### src/rtl/caches_pkg.sv
// ----------------------------------------------------------------------------
// caches_pkg
//   Shared types and constants for the cache / memory subsystem.
//   Holds the data word type and the RAM status encoding. It also holds the
//   arbiter FSM state type and default arbiter constants.
// ----------------------------------------------------------------------------
package caches_pkg;

    // Word-granular data/address type used by both caches and the RAM port.
    typedef logic [31:0] word_t;

    // Status reported by the RAM each cycle for the currently strobed access.
    typedef enum logic [1:0] {
        FREE   = 2'd0,
        BUSY   = 2'd1,
        ACCESS = 2'd2,
        ERROR  = 2'd3
    } ramstate_t;

    // Arbiter grant states: nobody, icache, dcache.
    typedef enum logic [1:0] {
        ARB_IDLE = 2'd0,
        ARB_IGNT = 2'd1,
        ARB_DGNT = 2'd2
    } arb_state_t;

    // Consecutive dcache grants tolerated while the icache waits.
    localparam int STARVE_MAX_DFLT = 4;

    // Default width of the saturating RAM-error counter.
    localparam int ERRCNT_W_DFLT = 8;

endpackage : caches_pkg

### src/rtl/cache_mem_arbiter.sv
// ----------------------------------------------------------------------------
// cache_mem_arbiter
//   Arbitrates one shared single-port RAM between the instruction cache
//   (read only) and the data cache (read/write). The dcache normally wins.
//   A starvation counter forces the icache through after STARVE_MAX
//   consecutive dcache completions that happened while the icache waited.
//
//   Ports
//     CLK, RST          clock (rising edge), synchronous active-high reset
//     iREN, iaddr       icache read request and word address
//     iwait, iload      icache stall (low on the completing cycle), read data
//     dREN, dWEN        dcache read / write request (write wins if both)
//     daddr, dstore     dcache word address and write data
//     dwait, dload      dcache stall (low on the completing cycle), read data
//     ramREN, ramWEN    RAM read / write strobes
//     ramaddr, ramstore RAM address and write data
//     ramload           RAM read data
//     ramstate          RAM status: FREE, BUSY, ACCESS, ERROR
//     ram_errs          saturating count of ERROR cycles seen on a live grant
//
//   Strobes, waits and loads are combinational from the grant state and the
//   live request lines. A requester that drops its request mid-grant takes
//   the strobes down in the same cycle.
// ----------------------------------------------------------------------------
module cache_mem_arbiter
    import caches_pkg::*;
#(
    parameter int STARVE_MAX = STARVE_MAX_DFLT,
    parameter int ERRCNT_W   = ERRCNT_W_DFLT
) (
    input  logic                CLK,
    input  logic                RST,

    input  logic                iREN,
    input  word_t               iaddr,
    output logic                iwait,
    output word_t               iload,

    input  logic                dREN,
    input  logic                dWEN,
    input  word_t               daddr,
    input  word_t               dstore,
    output logic                dwait,
    output word_t               dload,

    output logic                ramREN,
    output logic                ramWEN,
    output word_t               ramaddr,
    output word_t               ramstore,
    input  word_t               ramload,
    input  ramstate_t           ramstate,

    output logic [ERRCNT_W-1:0] ram_errs
);

    // Enough bits to hold 0..STARVE_MAX inclusive.
    localparam int                   STARVE_W     = $clog2(STARVE_MAX + 1);
    localparam logic [STARVE_W-1:0]  STARVE_LIMIT = STARVE_W'(STARVE_MAX);
    localparam logic [ERRCNT_W-1:0]  ERRCNT_SAT   = {ERRCNT_W{1'b1}};
    localparam logic [ERRCNT_W-1:0]  ERRCNT_ONE   = ERRCNT_W'(1);
    localparam logic [STARVE_W-1:0]  STARVE_ONE   = STARVE_W'(1);

    arb_state_t             state_r;
    arb_state_t             state_nxt_s;
    logic [STARVE_W-1:0]    starve_cnt_r;
    logic [ERRCNT_W-1:0]    ram_errs_r;

    logic                   d_req_s;
    logic                   i_live_s;
    logic                   d_live_s;
    logic                   ram_access_s;
    logic                   i_done_s;
    logic                   d_done_s;
    logic                   ram_err_s;
    logic                   starved_s;

    // A grant is "live" only while its owner still asserts the request; this
    // is what makes an abort drop the strobes in the same cycle.
    assign d_req_s      = dREN | dWEN;
    assign i_live_s     = (state_r == ARB_IGNT) & iREN;
    assign d_live_s     = (state_r == ARB_DGNT) & d_req_s;
    assign ram_access_s = (ramstate == ACCESS);
    assign i_done_s     = i_live_s & ram_access_s;
    assign d_done_s     = d_live_s & ram_access_s;
    assign ram_err_s    = (i_live_s | d_live_s) & (ramstate == ERROR);
    assign starved_s    = (starve_cnt_r == STARVE_LIMIT);

    // Waits depend only on whether the request completes this cycle.
    assign iwait    = iREN    & ~i_done_s;
    assign dwait    = d_req_s & ~d_done_s;
    assign ram_errs = ram_errs_r;

    // RAM port and load routing for the current grant.
    always_comb begin
        ramREN   = 1'b0;
        ramWEN   = 1'b0;
        ramaddr  = 32'h0000_0000;
        ramstore = 32'h0000_0000;
        iload    = 32'h0000_0000;
        dload    = 32'h0000_0000;
        case (state_r)
            ARB_IGNT: begin
                ramREN  = iREN;
                ramaddr = iaddr;
                iload   = ramload;
            end
            ARB_DGNT: begin
                ramaddr  = daddr;
                ramstore = dstore;
                dload    = ramload;
                if (dWEN) begin
                    // Write has precedence when both strobes are presented.
                    ramWEN = 1'b1;
                    ramREN = 1'b0;
                end else begin
                    ramWEN = 1'b0;
                    ramREN = dREN;
                end
            end
            default: begin
                ramREN = 1'b0;
                ramWEN = 1'b0;
            end
        endcase
    end

    // Grant selection: a starved icache beats the dcache, otherwise dcache first.
    always_comb begin
        state_nxt_s = state_r;
        case (state_r)
            ARB_IDLE: begin
                if (iREN & starved_s) begin
                    state_nxt_s = ARB_IGNT;
                end else if (d_req_s) begin
                    state_nxt_s = ARB_DGNT;
                end else if (iREN) begin
                    state_nxt_s = ARB_IGNT;
                end else begin
                    state_nxt_s = ARB_IDLE;
                end
            end
            ARB_IGNT: begin
                // Leave on completion or on abort; both pass through IDLE.
                if (~iREN | ram_access_s) begin
                    state_nxt_s = ARB_IDLE;
                end else begin
                    state_nxt_s = ARB_IGNT;
                end
            end
            ARB_DGNT: begin
                if (~d_req_s | ram_access_s) begin
                    state_nxt_s = ARB_IDLE;
                end else begin
                    state_nxt_s = ARB_DGNT;
                end
            end
            default: begin
                state_nxt_s = ARB_IDLE;
            end
        endcase
    end

    // Grant state register.
    always_ff @(posedge CLK) begin
        if (RST) begin
            state_r <= ARB_IDLE;
        end else begin
            state_r <= state_nxt_s;
        end
    end

    // Starvation counter: counts dcache completions while icache is waiting.
    always_ff @(posedge CLK) begin
        if (RST) begin
            starve_cnt_r <= {STARVE_W{1'b0}};
        end else if (~iREN | i_done_s) begin
            starve_cnt_r <= {STARVE_W{1'b0}};
        end else if (d_done_s & ~starved_s) begin
            starve_cnt_r <= starve_cnt_r + STARVE_ONE;
        end else begin
            starve_cnt_r <= starve_cnt_r;
        end
    end

    // Saturating count of ERROR responses on a live grant.
    always_ff @(posedge CLK) begin
        if (RST) begin
            ram_errs_r <= {ERRCNT_W{1'b0}};
        end else if (ram_err_s & (ram_errs_r != ERRCNT_SAT)) begin
            ram_errs_r <= ram_errs_r + ERRCNT_ONE;
        end else begin
            ram_errs_r <= ram_errs_r;
        end
    end

endmodule : cache_mem_arbiter
### config.mk
export PLATFORM = sky130hd
export DESIGN_NAME = cache_mem_arbiter
export DESIGN_NICKNAME = d
export VERILOG_FILES = /design/src/rtl/caches_pkg.sv /design/src/rtl/cache_mem_arbiter.sv
export SDC_FILE = /design/constraint.sdc
export NUM_CORES = 1
export LEC_CHECK = 0
export BUFFER_PORTS_ARGS = -buffer_cell sky130_fd_sc_hd__buf_2
export CAP_MARGIN = 20
export CORE_AREA = 2 2 108 110
export CTS_CLUSTER_DIAMETER = 40
export DETAILED_ROUTE_END_ITERATION = 7
export DIE_AREA = 0 0 110 112
export GPL_TIMING_DRIVEN = 0
export SETUP_SLACK_MARGIN = 0.02
export SYNTH_ARGS = -nofsm -noshare
export SYNTH_HDL_FRONTEND = slang
export SYNTH_SLANG_ARGS = --single-unit
export TNS_END_PERCENT = 5
### constraint.sdc
create_clock -name CLK -period 1.55 [get_ports CLK]
set_input_delay 0.31 -clock CLK [delete_from_list [all_inputs] [get_ports CLK]]
set_output_delay 0.31 -clock CLK [all_outputs]
set_load 0.02 [all_outputs]
# Word level (Yosys, flattened, before mapping)
# Index checks and enable logic that the tools add are counted.
[totals]
reg_bits = 13
latch_bits = 0
mem_bits_rw = 0
romBits = 0
output_inout_bits = 140
word_cells = 47
n_memories = 0
[classes]
add_sub_neg = 2
multipliers = 0
n_div = 0
magnitude_cmp = 0
n_eq_ne = 6
n_shift = 0
n_mux = 14
bitwise_logic = 20
reduce_logical = 2
[ops]
columns = ["op", "count"]
rows = [
  ["$mux 32", 3],
  ["$pmux 32 s2", 1],
  ["$and 1x1->1", 10],
  ["$add 8x1->8 const B", 1],
  ["$ne 8x8->1 const B", 1],
  ["$eq 2x2->1 const B", 3],
  ["$mux 2", 3],
  ["$pmux 2 s3", 1],
  ["$mux 1", 5],
  ["$not 1->1", 5],
  ["$or 1x1->1", 5],
  ["$add 3x1->3 const B", 1],
  ["$eq 3x3->1 const B", 1],
  ["$eq 2x1->1 const B", 1],
  ["$logic_not 2->1", 1],
  ["$pmux 1 s2", 1],
  ["$reduce_or 2->1", 1],
]

# Longest topological paths before layout
# Gate-level depths: netlist (run 1).
[logic_depth]
word_depth = 5
ltp_mapped = 7

# Least setup slack after synthesis (run 1)
# OpenSTA, ideal clock, no wires.
[synth_timing]
kind = "register to output"
startpoint = "register state_r[0]"
endpoint = "output ramaddr[10]"
arrival_time_ps = 1570
path_slack_ps = -330
stages_incl_launch_ff = 7
n_path_buf = 2
path_cell_list = "dfxtp_1 > inv_1 > ha_1 > clkbuf_1 > buf_1 > a22oi_1 > nor2b_1"
[synth_between]
elab_chain_len = 2
[synth_rtl]
columns = ["item", "line", "rtl"]
rows = [
  ["start: declaration", "cache_mem_arbiter.sv:63", "arb_state_t state_r;"],
  ["start signal: assignment", "cache_mem_arbiter.sv:168", "state_r <= state_nxt_s;"],
  ["$eq 2x2->1 / $eq 2x1->1 (equally long branches)", "cache_mem_arbiter.sv:101", "case (state_r)"],
  ["$pmux 32 s2 *", "cache_mem_arbiter.sv:101", ""],
  ["end: declaration", "cache_mem_arbiter.sv:48", "output word_t ramaddr,"],
]
# Mark *: on every way between the ends. The rest lies on a longest branch, timed or not.

# Worst setup path after layout (run 1)
[layout_timing]
startpoint = "register state_r[0]"
endpoint = "output ramaddr[27]"
# Same word-level chain as after synthesis.

==> impl_metrics.env, run 1 <==
export IMPL_status="finished, violations left"
export IMPL_violations="setup timing"
export IMPL_antenna_found_initial=0
export IMPL_tns_ps=-29520
export IMPL_end_kind="primary output"
export IMPL_cp_cell_sequence="inv_4 -> ha_4 -> clkbuf_16 -> clkbuf_16 -> a22oi_2 -> nor2b_2 -> buf_6"
export IMPL_port_buffers=274
export IMPL_die_x_um=110
export IMPL_critPathMaxFanout=7
export IMPL_utilization_pct=42.9
export IMPL_powerDensity_nw_per_um2=451
export IMPL_io_pins=275
export IMPL_area_delta_synth_final_pct=152
export IMPL_fin_area_um2=4790
export IMPL_clockBufferDepth=2
export IMPL_drc_errors=0
export IMPL_cpPeakStageDelay_ps=360
export IMPL_grt_max_degree=11
export IMPL_placed_area_um2=3590
export IMPL_cts_tree="done"
export IMPL_synth_edff_count=0
export IMPL_grt_overflow=0
export IMPL_rsz0062_at_grt="true"
export IMPL_rows=39
export IMPL_hold_depth=2
export IMPL_crit_required_ps=1240
export IMPL_synth_fp_nets=417
export IMPL_drt_total_wl_um=12000
export IMPL_worstHoldStart="iREN"
export IMPL_slew_headroom_pct=66.1
export IMPL_setup_violations=137
export IMPL_final_layout_size_suffix_gt1_share_pct=77.5
export IMPL_synthCells=275
export IMPL_post_route_period_util_pct=121
export IMPL_coreArea_um2=11200
export IMPL_dr_pass1_iters=4
export IMPL_min_to="state_r[0]"
export IMPL_antennaDiodeCount=0
export IMPL_cap_violations=0
export IMPL_instances_no_fill=703
export IMPL_numCtsBuffers=3
export IMPL_synth_avg_cell_area_um2=6.92
export IMPL_ys_types=36
export IMPL_cts_sinks=13
export IMPL_crit_path_start_kind="flip-flop"
export IMPL_synth_area_leaders="and2_1, dfxtp_1, a22oi_1"
export IMPL_dieArea_um2=12300
export IMPL_post_dp_hpwl_um=9290
export IMPL_cts_htree_levels=1
export IMPL_arrival_ps=1560
export IMPL_ys_flop_type="dfxtp_1"
export IMPL_crit_top_cell="clkbuf_16"
export IMPL_ant_nets=0
export IMPL_async_flop_share_pct=0
export IMPL_ys_warn_count=0
export IMPL_grt_pass1_vias=3034
export IMPL_setup_ws_ps=-319
export IMPL_vdd_drop_max_mv=0.318
export IMPL_clock_skew_ps=1.24
export IMPL_dp_cells=692
export IMPL_start_util_pct=17.0
export IMPL_reg2reg_to="ram_errs[5]"
export IMPL_path_buf_inv=4
export IMPL_hold_violations=0
export IMPL_cellLeakagePower_nw=2.29
export IMPL_gp_congestion=0.969
export IMPL_globalRouteTotalUtil_pct=17.6
export IMPL_drv_slew=0
export IMPL_drt_iter0_drc=74
export IMPL_synth_cell_area_um2=1900
export IMPL_cp_top_family="buffers and inverters"
export IMPL_max_freq_mhz=535
export IMPL_regToRegStartpoint="state_r[0]"
export IMPL_clock_latency_ps=250
export IMPL_synth_seq_cells=13
export IMPL_tightest_slew_ps=508
export IMPL_ys_seq_area_share_pct=13.7
export IMPL_vias=3080
export IMPL_grt_pass1_wl_um=16700
export IMPL_yosysTopAreaCellShare_pct=32.2
export IMPL_regToRegSetupSlack_ps=-250
export IMPL_worstSetupPathType="flip-flop to primary output"
export IMPL_die_y_um=112
export IMPL_nets=703
export IMPL_clk_pin_slew_ps=40
export IMPL_avgViaCountPerCell=4.38
export IMPL_synth_top_area_cell="and2_1"
export IMPL_hold_ws_ps=391
export IMPL_root_buffer="clkbuf_16"
export IMPL_slowest_stage="dfxtp_4"
export IMPL_wl_per_cell_um=17.1
export IMPL_fill_cells=1110
export IMPL_min_path_type="input pin to flip-flop"
export IMPL_r2r_cells=8
export IMPL_period_minus_slack_ps=1870
[how the worst max path moves through the flow]
stage,cells past startpoint,endpoint,start,slack [ps]
global route,7,ramaddr[12],state_r[0],-380
floorplan,5,ram_errs[6],ram_errs[0],-10
global placement,7,ramaddr[27],state_r[0],-360
CTS,7,ramaddr[27],state_r[0],-340
finish,7,ramaddr[27],state_r[0],-320
detailed placement,5,ramaddr[25],state_r[0],-370
[power by group]
group          total (mW)  internal [mW]  switching, mW
Sequential          0.348          0.340        0.00811
Clock               0.497          0.347          0.149
Combinational        1.32          0.674          0.643
[metal layers]
metal / routed length (µm) / GRT usage, %
met2: 5800 / 29.6
met4: 149 / 3.21
met1: 4670 / 21.3
met3: 1370 / 6.91
met5: 0 / 0
[Yosys cell counts, drive strengths merged, types with 3 or more instances]
cell / number
dfxtp: 13
buf: 4
o21ai: 4
nor2: 8
clkbuf: 20
nand3: 4
a21oi: 9
nor2b: 35
inv: 6
or4: 3
and2: 98
ha: 7
a22oi: 34
o31ai: 3
nand2: 6
[cell type report]
class	instances	area (µm²)	area share, %
well taps	143	179	3.73
repair buffers	281	1950	40.7
inverters	6	27.5	0.574
clock buffers	4	78.8	1.64
multi-input cells	232	1950	40.8
flip-flops and latches	13	269	5.61
plain buffers	24	335	7.00
[flip-flops by register name, summed over array words and instances, names as in the netlist]
register      flops
starve_cnt_r      3
state_r           2
ram_errs          8
[per-stage QoR]
stage / power, mW / setup slack [ps]
finish: 2.16 / -319
global route: 2.27 / -381
CTS: 2.10 / -343
detailed placement: 1.32 / -370
global placement: 1.30 / -359
floorplan: 0.891 / -12.0
[kinds of logic (layout without fill, tap and decap cells)]
family	after synthesis	in the layout	synth area share, %
simple gates	165	165	52.6
compound gates	57	57	21.3
buf+inv	30	315	6.37
flops	13	13	13.7
fa+ha+maj	7	7	4.60
xor+xnor	2	2	0.920
mux	1	1	0.526
[repair_timing]
action	4_1_cts	5_1_grt
pin swaps	6	8
buffers inserted	3	0
endpoints found under the setup margin	143	141
cloned	3	1
hold endpoints to repair	0	0
hold buffers	0	0
gates resized for setup	208	115
[cell usage in the layout, fill, tap and decap left out, types with 3 or more instances in the layout]
cell type | synthesis | routed
nor2b_2 | 0 | 32
inv_1 | 6 | 4
buf_2 | 1 | 171
clkbuf_4 | 0 | 5
and2_1 | 98 | 54
buf_8 | 0 | 5
nand2_1 | 6 | 5
a22oi_2 | 0 | 32
a21oi_2 | 0 | 3
a21oi_1 | 9 | 6
dfxtp_1 | 13 | 10
clkbuf_16 | 0 | 8
buf_6 | 1 | 64
clkbuf_8 | 0 | 8
or4_1 | 3 | 3
nand3_1 | 4 | 4
ha_1 | 7 | 3
and2_4 | 0 | 44
buf_4 | 0 | 44
nor2b_1 | 35 | 3
nor2_1 | 8 | 6
o31ai_1 | 3 | 3
ha_4 | 0 | 3
(Power assumes the default switching activity.)
==> inputs of run 2 (changes only) <==
PLACE_DENSITY = 0.58   (was unset)
SETUP_SLACK_MARGIN = unset   (was 0.02)
==> impl_metrics.env, run 2 (same netlist as run 1, synthesis figures left out) <==
export IMPL_regArea_um2=268
export IMPL_multi_input_area_um2=1920
export IMPL_globalRouteTotalUtil_pct=16.3
export IMPL_reg2reg_to="ram_errs[5]"
export IMPL_wl_per_cell_um=16.0
export IMPL_cts_htree_levels=1
export IMPL_min_to="state_r[0]"
export IMPL_p_comb_share_pct=60.5
export IMPL_status="finished, violations left"
export IMPL_drt_total_wl_um=11300
export IMPL_rows=39
export IMPL_cts_sinks=13
export IMPL_regToRegSetupSlack_ps=-280
export IMPL_p_switching_mw=0.778
export IMPL_regToRegStartpoint="state_r[1]"
export IMPL_tightest_slew_ps=569
export IMPL_top_usage_layer="met2"
export IMPL_vias=3130
export IMPL_grt_overflow=0
export IMPL_numCtsBuffers=3
export IMPL_grt_pass1_vias=2987
export IMPL_die_y_um=112
export IMPL_critPathMaxFanout=10
export IMPL_ant_nets=0
export IMPL_area_delta_synth_final_pct=147
export IMPL_crit_required_ps=1240
export IMPL_dp_cells=692
export IMPL_rsz0062_at_grt="true"
export IMPL_p_sw_share_pct=36.9
export IMPL_largest_reg_flops=8
export IMPL_worstHoldStart="iREN"
export IMPL_cp_top_family="buffers and inverters"
export IMPL_dieArea_um2=12300
export IMPL_r2r_cells=8
export IMPL_clock_latency_ps=240
export IMPL_avgViaCountPerCell=4.43
export IMPL_p_clk_share_pct=23.1
export IMPL_finalPower_mw=2.11
export IMPL_clock_skew_ps=2.08
export IMPL_path_depth=7
export IMPL_final_layout_size_suffix_gt1_share_pct=75.0
export IMPL_powerDensity_nw_per_um2=449
export IMPL_root_buffer="clkbuf_16"
export IMPL_max_freq_mhz=534
export IMPL_gp_congestion=0.804
export IMPL_cts_tree="done"
export IMPL_end_kind="primary output"
export IMPL_grtUsageMet3_pct=4.27
export IMPL_grt_pass1_wl_um=15600
export IMPL_layout_commonest_cell="buf_2"
export IMPL_period_minus_slack_ps=1870
export IMPL_setup_ws_ps=-322
export IMPL_post_route_period_util_pct=121
export IMPL_dr_pass1_iters=4
export IMPL_clk_pin_slew_ps=40
export IMPL_path_buf_inv=4
export IMPL_start_util_pct=17.0
export IMPL_cp_startpoint="state_r[0]"
export IMPL_hold_violations=0
export IMPL_cpPeakStageDelay_ps=370
export IMPL_min_path_type="input pin to flip-flop"
export IMPL_slowest_stage="dfxtp_4"
export IMPL_drc_errors=0
export IMPL_nets=706
export IMPL_fill_cells=1105
export IMPL_antenna_found_initial=0
export IMPL_violations="setup timing"
export IMPL_vdd_drop_max_mv=0.346
export IMPL_crit_path_start_kind="flip-flop"
export IMPL_arrival_ps=1560
export IMPL_met2_usage_pct=29.4
export IMPL_instances_no_fill=706
export IMPL_setup_violations=138
export IMPL_cp_cell_sequence="inv_4 -> ha_4 -> clkbuf_16 -> buf_12 -> a22oi_2 -> nor2b_2 -> buf_2"
export IMPL_die_x_um=110
export IMPL_clockBufferDepth=2
export IMPL_p_int_mw=1.33
export IMPL_layout_common_cells="buf_2, and2_1, buf_4"
export IMPL_post_place_ws_ps=-434
export IMPL_drv_slew=0
export IMPL_use_met1_pct=19.3
export IMPL_cellLeakagePower_nw=2.27
export IMPL_grt_max_degree=11
export IMPL_worstSetupPathType="flip-flop to primary output"
export IMPL_antennaDiodeCount=0
export IMPL_port_buffers=274
export IMPL_hold_depth=2
export IMPL_coreArea_um2=11200
export IMPL_post_dp_hpwl_um=8670
export IMPL_cap_violations=0
export IMPL_p_seq_share_pct=16.5
export IMPL_drt_iter0_drc=103
export IMPL_slew_headroom_pct=62.1
export IMPL_io_pins=275
==> run 2: cell count changes in the layout (fill, tap and decap cells not counted), sizes merged <==
cell    change
buf         +4
clkbuf      -1
==> run 2: area by class of cell <==
class | count | share of cell area [%]
plain buffers | 24 | 7.24
well taps | 143 | 3.81
inverters | 6 | 0.586
multi-input cells | 232 | 40.9
repair buffers | 284 | 40.1
flip-flops and latches | 13 | 5.70
clock buffers | 4 | 1.68
==> run 2: repair_timing <==
| item | in CTS | in global routing |
|---|---|---|
| endpoints found under the hold margin | 0 | 0 |
| resized for setup | 169 | 124 |
| hold buffers | 0 | 0 |
| buffers inserted | 4 | 2 |
| gates cloned | 4 | 0 |
| pin swaps | 13 | 7 |
| endpoints found under the setup margin | 143 | 142 |
==> run 2: layer usage <==
layer	share of wire, %	vias up
li1	-	1509
met1	39	1470
met2	50	145
met3	9.4	6
met4	0.87	0
met5	0	-
==> run 2: power by group through the flow <==
| stage | clock network (mW) | logic (mW) | registers, mW |
|---|---|---|---|
| 6_report | 0.486 | 1.28 | 0.348 |
| 3_5_place_dp | 0 | 0.956 | 0.353 |
| 2_1_floorplan | 0 | 0.532 | 0.353 |
| 4_1_cts | 0.487 | 1.21 | 0.348 |
| 3_3_place_gp | 0 | 0.942 | 0.352 |
| 5_1_grt | 0.508 | 1.36 | 0.348 |
==> run 2: metrics by stage <==
step	hold slack [ps]	setup TNS, ps	instance area (µm²)	util (%)
global route	399	-36610	4700	42.1
finish	388	-29320	4700	42.1
detailed placement	502	-44020	3560	31.9
global placement	484	-38600	3560	31.9
floorplan	482	-455	2010	-
CTS	377	-31320	4340	38.8
==> run 2: worst max path at each step <==
stage                       end  slack [ps]
finish               ramaddr[9]        -320
global route        ramaddr[19]        -380
CTS                 ramaddr[24]        -350
detailed placement  ramaddr[23]        -430
global placement    ramaddr[23]        -430
floorplan           ram_errs[4]         -30
==> run 2: worst register-to-register path, delay by kind of cell, from the launching register on <==
family                     cells  cell delay [ps]
and+or+nand+nor                2              560
DFF                            1              360
AOI/OAI and AO/OA              2              340
buffers and inverters          3              320
adders and majority gates      1              190
